## config.mk

```make
export PLATFORM = sky130hd
export DESIGN_NAME = sync_fifo
export DESIGN_NICKNAME = d
export VERILOG_FILES = /design/src/rtl/sync_fifo_pkg.sv /design/src/rtl/sync_fifo_mem.sv /design/src/rtl/sync_fifo.sv
export SDC_FILE = /design/constraint.sdc
export NUM_CORES = 1
export LEC_CHECK = 0
export CORE_MARGIN = 1
export CORE_UTILIZATION = 45
export DETAILED_ROUTE_END_ITERATION = 6
export HOLD_SLACK_MARGIN = 0.03
export REMOVE_ABC_BUFFERS = 1
export SYNTH_ARGS = -nofsm -noshare
export SYNTH_HDL_FRONTEND = slang
export SYNTH_SLANG_ARGS = --single-unit
```

## constraint.sdc

```tcl
create_clock -name clk -period 6.3 [get_ports clk]
set_clock_uncertainty 0.05 [all_clocks]
set_input_delay 0.945 -clock clk [delete_from_list [all_inputs] [get_ports clk]]
set_output_delay 0.945 -clock clk [all_outputs]
set_load 0.03 [all_outputs]
```

## src/rtl/sync_fifo_pkg.sv

```systemverilog
// Shared defaults and pointer sizing for the synchronous FIFO.
package sync_fifo_pkg;
   localparam int DEFAULT_DATA_WIDTH = 8;
   localparam int DEFAULT_DEPTH      = 8;

   // One address bit per entry index plus a wrap bit separating full from empty.
   function automatic int ptr_w(input int depth);
      return $clog2(depth) + 1;
   endfunction

   typedef logic [ptr_w(DEFAULT_DEPTH)-1:0] ptr_t;
endpackage

```

## src/rtl/sync_fifo_mem.sv

```systemverilog
// DEPTH x DATA_WIDTH simple dual-port array: synchronous write, registered read.
module sync_fifo_mem
   import sync_fifo_pkg::*;
#(
   parameter int DATA_WIDTH = DEFAULT_DATA_WIDTH,
   parameter int DEPTH      = DEFAULT_DEPTH,
   parameter int AW         = $clog2(DEPTH)
) (
   input  logic                  clk_i,
   input  logic                  rst_i,
   input  logic                  we_i,
   input  logic [AW-1:0]         waddr_i,
   input  logic [DATA_WIDTH-1:0] wdata_i,
   input  logic                  re_i,
   input  logic [AW-1:0]         raddr_i,
   output logic [DATA_WIDTH-1:0] rdata_o
);
   logic [DATA_WIDTH-1:0] mem_q [DEPTH];
   logic [DATA_WIDTH-1:0] rdata_q;

   // Storage is deliberately left unreset; only the read register clears.
   always_ff @(posedge clk_i) begin
      if (we_i) mem_q[waddr_i] <= wdata_i;
   end

   always_ff @(posedge clk_i or posedge rst_i) begin
      if (rst_i)     rdata_q <= '0;
      else if (re_i) rdata_q <= mem_q[raddr_i];
   end

   assign rdata_o = rdata_q;
endmodule

```

## src/rtl/sync_fifo.sv

```systemverilog
// Single-clock FIFO with wrap-bit pointers. Define SYNC_FIFO_COUNT_EN to add
// the occupancy output `count`.
module sync_fifo
   import sync_fifo_pkg::*;
#(
   parameter int DATA_WIDTH = DEFAULT_DATA_WIDTH,
   parameter int DEPTH      = DEFAULT_DEPTH
) (
   input  logic                    clk,
   input  logic                    rst,
   input  logic                    write_en,
   input  logic                    read_en,
   input  logic [DATA_WIDTH-1:0]   data_in,
   output logic                    full,
   output logic                    empty,
`ifdef SYNC_FIFO_COUNT_EN
   output logic [$clog2(DEPTH):0]  count,
`endif
   output logic [DATA_WIDTH-1:0]   data_out
);
   localparam int AW = $clog2(DEPTH);
   localparam int PW = ptr_w(DEPTH);
   typedef logic [PW-1:0] fifo_ptr_t;
   localparam fifo_ptr_t PTR_ONE = fifo_ptr_t'(1);

   fifo_ptr_t wr_ptr_q, wr_ptr_d;
   fifo_ptr_t rd_ptr_q, rd_ptr_d;
   logic      wr_acc, rd_acc;

   assign empty  = (wr_ptr_q == rd_ptr_q);
   assign full   = (wr_ptr_q[AW-1:0] == rd_ptr_q[AW-1:0]) && (wr_ptr_q[AW] != rd_ptr_q[AW]);
   assign wr_acc = write_en && !full;
   assign rd_acc = read_en && !empty;

   always_comb begin
      wr_ptr_d = wr_ptr_q;
      rd_ptr_d = rd_ptr_q;
      if (wr_acc) wr_ptr_d = wr_ptr_q + PTR_ONE;
      if (rd_acc) rd_ptr_d = rd_ptr_q + PTR_ONE;
   end

   always_ff @(posedge clk or posedge rst) begin
      if (rst) begin
         wr_ptr_q <= '0;
         rd_ptr_q <= '0;
      end else begin
         wr_ptr_q <= wr_ptr_d;
         rd_ptr_q <= rd_ptr_d;
      end
   end

`ifdef SYNC_FIFO_COUNT_EN
   logic [AW:0] count_q, count_d;

   always_comb begin
      count_d = count_q;
      unique case ({wr_acc, rd_acc})
         2'b10:   count_d = count_q + 1'b1;
         2'b01:   count_d = count_q - 1'b1;
         default: count_d = count_q;
      endcase
   end

   always_ff @(posedge clk or posedge rst) begin
      if (rst) count_q <= '0;
      else     count_q <= count_d;
   end

   assign count = count_q;
`endif

   sync_fifo_mem #(
      .DATA_WIDTH (DATA_WIDTH),
      .DEPTH      (DEPTH),
      .AW         (AW)
   ) u_mem (
      .clk_i   (clk),
      .rst_i   (rst),
      .we_i    (wr_acc),
      .waddr_i (wr_ptr_q[AW-1:0]),
      .wdata_i (data_in),
      .re_i    (rd_acc),
      .raddr_i (rd_ptr_q[AW-1:0]),
      .rdata_o (data_out)
   );
endmodule

```

Yosys cells after proc, flatten, opt, wreduce, memory -nomap -nowiden
Memory sizes are Yosys's and may differ from the RTL's. A register that Yosys moved wholly into a read port is not among the register bits.
Cells that the tools add are included.

storage, ports and cells
  register bits = 8
  logic and storage cells = 15
  memories = 1
  memory bits (writable) = 64
  output and inout port bits = 10
  input bits = 12

operators by class
  mux-type cells = 2
  add/subtract/negate cells = 2
  reduce and logical (&&, ||, !) cells = 5
  equality and inequality tests = 3

memory list
  name         words  width  read ports  clocked after Yosys merged registers in  wr ports  line                 RTL
  u_mem.mem_q  8      8      1           1                                        1         sync_fifo_mem.sv:18  logic [DATA_WIDTH-1:0] mem_q [DEPTH];

operators with widths
  operator               count
  $add A4 B1 Y4 const B  2
  $eq A4 B4 Y1           1
  $eq A3 B3 Y1           1
  $logic_and A1 B1 Y1    3
  $logic_not A1 Y1       2
  $mux W1                2
  $ne A1 B1 Y1           1

Depth between registers and ports, before layout
  word-level depth = 6
  gate-level depth with buffers = 6
  mapped depth without buffers = 4

Modules after synthesis
A second synthesis with hierarchy kept.

second synthesis, totals
  cell total of the unflattened synthesis = 215
  area total of the unflattened synthesis = 3428.3 um^2

by module, submodules not included
  module         cells each  sequential area each (um^2)  area each (um^2)  instances
  sync_fifo_mem  170         2122.0                       2865.2            1
  sync_fifo      45          200.2                        563.0             1

Least setup slack after synthesis
Ideal clock, no wire load.

  path kind = flip-flop to output port
  start = register rd_ptr_q[0]
  end = output port empty
  stages on the path, launching flop included = 5
  path slack = 3.602 ns
  path buffers = 1
  arrival = 1.703 ns
  required time = 5.305 ns
  path through = dfrtp_1 -> buf_6 -> xor2_4 -> or2_2 -> nor3_1

on the way
  longest elaborated chain between the ends = 1

ends and longest elaborated chain
  item                    line             RTL
  start, declared         sync_fifo.sv:27  fifo_ptr_t rd_ptr_q, rd_ptr_d;
  start signal, assigned  sync_fifo.sv:48  rd_ptr_q <= rd_ptr_d;
  $eq A4 B4 Y1            sync_fifo.sv:30  assign empty = (wr_ptr_q == rd_ptr_q);
  end, declared           sync_fifo.sv:15  output logic empty,

No other way between the ends.

Worst setup path in the final report
  start = register rd_ptr_q[2]
  end = output port empty

The elaborated chain is that of the path after synthesis.

==> metrics.md <==
| Metric | Value |
|---|---|
| Worst path bufs/invs | 1 |
| CTS Buffer Depth | 2 |
| Peak supply drop | 0.191 mV |
| Final hold viol count | 0 |
| Arr. time, crit path | between 2000 and 3000 ps |
| Final WS setup | about 2800 ps |
| Global route overflow | 0 |
| PD cells | 477 mW/mm^2 |
| Routed Antenna Nets | 0 |
| Synth cell count leaders | edfxtp_1, dfrtp_1, mux4_2, nand2_1 |
| Critical Path, Cell by Cell | xor2_2, or2_2, nor3_1, clkdlybuf4s50_1 |
| Flops & latches, synth | 80 |
| Met1 Usage GRT | 21.7% |
| Slew headroom | between 20% and 30% |
| GR Util met3 | 4.83% |
| I/O pins | 22 |
| Clk slew on worst S/H paths | around 90 ps |
| Int Pwr | 1.17 mW |
| Worst setup SP type | flop |
| # resized after CTS | 0 |
| Layout cell share with drive strength beyond 1 | about 21% |
| Synth top area share | around three fifths |
| EDFF count, synth | 64 |
| Number of global-route vias before repair | 1626 |
| Final setup TNS | 0 ps |
| HPWL after detailed placement | around 3500 um |
| H-tree depth | 3 |
| CTS Buf Count | 9 |
| Peak Freq | between 200 and 300 MHz |
| Worst Setup Path Type | flop to output pin |
| Nets@finish | 211 |
| Row count | 30 |
| Logic pwr share | 33.4% |
| Largest net degree at the start of global routing | 21 |
| Hold WC Path Type | flop to flop |
| Drt total wl | between 5000 and 6000 um |
| Initial drt markers | around 110 |
| Least-Margin Pin Slew | 1100 ps |
| Required time of the critical path | 5300 ps |
| Final period utilization | around 56% |
| Pins Over Slew Limit | 0 |
| Die area | around 0.0076 mm^2 |
| First-pass GRT wire length | slightly below 9000 um |
| CP endpoint kind | output pin |
| Max Cap Viol | 0 |
| CP max-delay cell | dfrtp_1 |
| Via count | roughly 1500 |
| Fillers | between 500 and 600 |
| Drt pass-1 iters | 4 |
| Clk sinks | 80 |
| Post-synthesis average cell area | between 15 and 20 um^2 |
| Initial core utilization | 47.1% |
| Vias per cell | about 5.2 |
| Post-CTS Hold Buffers | 0 |
| Leak pwr | 1.32 nW |
| Yosys cell types | 29 |
| Root buf cell | clkbuf_8 |
| Initial antenna violation count | 0 |
| Clock power share | 21.9% |
| Post-synth top area cell | edfxtp_1 |
| Register area share after synthesis | between 70% and 80% |
| Synth Instances | between 150 and 200 |
| Worst path max stage delay | about 800 ps |
| # setup viols final | 0 |
| GPL Wtd Cong | between 0.7 and 0.8 |
| Met2 usage | a little over a quarter |
| Die W | a little under 90 um |
| Cells taking the most area after synthesis | edfxtp_1, dfrtp_1, mux4_2, mux2i_1, mux4_1 |
| Final min period | approximately 3500 ps |
| Post-CTS Setup Bufs | 0 |
| Psw | 625 uW |
| Design Power | ~1.8 mW |
| Ys Warns | 0 |
| Clock latency on the worst-skew pair | about 340 ps |
| Antenna cells | 0 |
| Final Core Density | a little over half |
| Die Height | between 80 and 90 um |
| Total GRT Usage | 17.0% |
| DRC | 0 |
| Most frequent cell after synthesis | edfxtp_1 |
| Synth Flop Type | edfxtp_1 |
| Place WS | between 3000 and 4000 ps |
| Power share of the sequential group | roughly 45% |
| Avg WL per Cell | 18.4 um |
| Crit Path Max Fanout | 11 |
| FF-to-FF setup slack | 3430 ps |
| Layout area overhead | 15.6% |
| Port-buffer cells | 21 |
| GR peak layer | met2 |
| Status | finished clean |
| RSZ-0062 raised after global routing | false |
| Synth Cell Area | ~0.0033 mm^2 |
| Switching Share | around a third |
| Core Region | about 0.0069 mm^2 |
| Largest delay share family, worst path | flip-flops |
| TritonCTS clock tree | done |
| Async S/R FF share, synth | between 20% and 30% |
-- power by group through the flow --
stage,clock network [mW],registers (mW),logic [mW]
finish,0.394,0.803,0.600
global route,0.426,0.819,0.653
CTS,0.403,0.805,0.612
detailed placement,0,0.817,0.610
global placement,0,0.809,0.596
floorplan,0,0.860,0.368
-- kinds of logic (layout without fill, tap and decap cells) --
kind of cell | after synthesis | in the layout | synth area share (%)
flops | 80 | 80 | 71.3
xor+xnor | 10 | 10 | 3.73
fa+ha+maj | 2 | 2 | 0.769
mux | 26 | 26 | 14.8
simple gates | 30 | 30 | 4.34
buf+inv | 12 | 44 | 2.11
compound gates | 10 | 10 | 2.92
-- metrics by stage --
step	std cells	hold slack, ps	instance area (um^2)
final	298	431	3760
after global placement	282	414	3550
after global routing	298	470	3760
after detailed placement	282	420	3550
after floorplan	162	448	3200
after CTS	298	440	3760
-- routing by layer --
layer,up-vias,wire [um]
li1,709,-
met2,25,2860
met3,7,156
met5,-,0
met4,0,67
met1,796,2400
-- layout by cell type, fill, tap and decap left out --
cell,Yosys,routed
buf_4,4,3
bufinv_16,0,1
clkbuf_8,0,9
clkdlybuf4s50_1,0,21
clkinvlp_4,0,1
dfrtp_1,16,16
edfxtp_1,64,64
ha_1,2,2
inv_1,4,4
inv_6,0,3
inv_8,0,2
mux2_4,2,2
mux2i_1,8,8
mux4_1,3,3
mux4_2,13,13
nand2_1,11,11
nand2b_1,1,1
nand2b_2,1,1
nand3_1,1,1
nor2_1,8,8
nor3_1,4,4
nor3_2,1,1
o21ai_0,6,6
o21ai_1,2,2
o41ai_4,2,2
or2_1,1,1
or2_2,1,1
or2b_1,1,1
xnor2_1,2,2
xor2_1,5,5
xor2_2,2,2
xor2_4,1,1
-- worst reg2reg max path: cells and delay by family, from the launching register on --
kind | cells | cell delay [ps]
AO/OA/AOI/OAI | 1 | 140
XOR/XNOR | 1 | 370
flip-flops | 1 | 980
AND/OR/NAND/NOR | 2 | 960
-- final timing paths --
kind                       depth (start not counted)              from                end
max                                                4       rd_ptr_q[2]              empty
min                                                2  u_mem.rdata_o[2]   u_mem.rdata_o[2]
max reg2reg                                        4       rd_ptr_q[1]  u_mem.mem_q[3][1]
min reg2reg                                        2  u_mem.rdata_o[2]   u_mem.rdata_o[2]
max in group asynchronous                          2               rst        rd_ptr_q[1]
min in group asynchronous                          2               rst   u_mem.rdata_o[7]
-- flip-flops by register name, indices dropped and copies added, names as in the netlist --
signal,flops
wr_ptr_q,4
rd_ptr_q,4
u_mem.mem_q,64
u_mem.rdata_o,8
-- area by class of cell --
| class | instances | area (um^2) | area share, % |
|---|---|---|---|
| clock buffer | 9 | 124 | 3.29 |
| timing repair buffer | 24 | 233 | 6.18 |
| inverter | 4 | 15.0 | 0.399 |
| tap | 96 | 120 | 3.19 |
| clock inverter | 7 | 86.3 | 2.29 |
| multi-input combinational | 78 | 865 | 23.0 |
| sequential | 80 | 2320 | 61.7 |
Power figures use the tool's default switching activity.
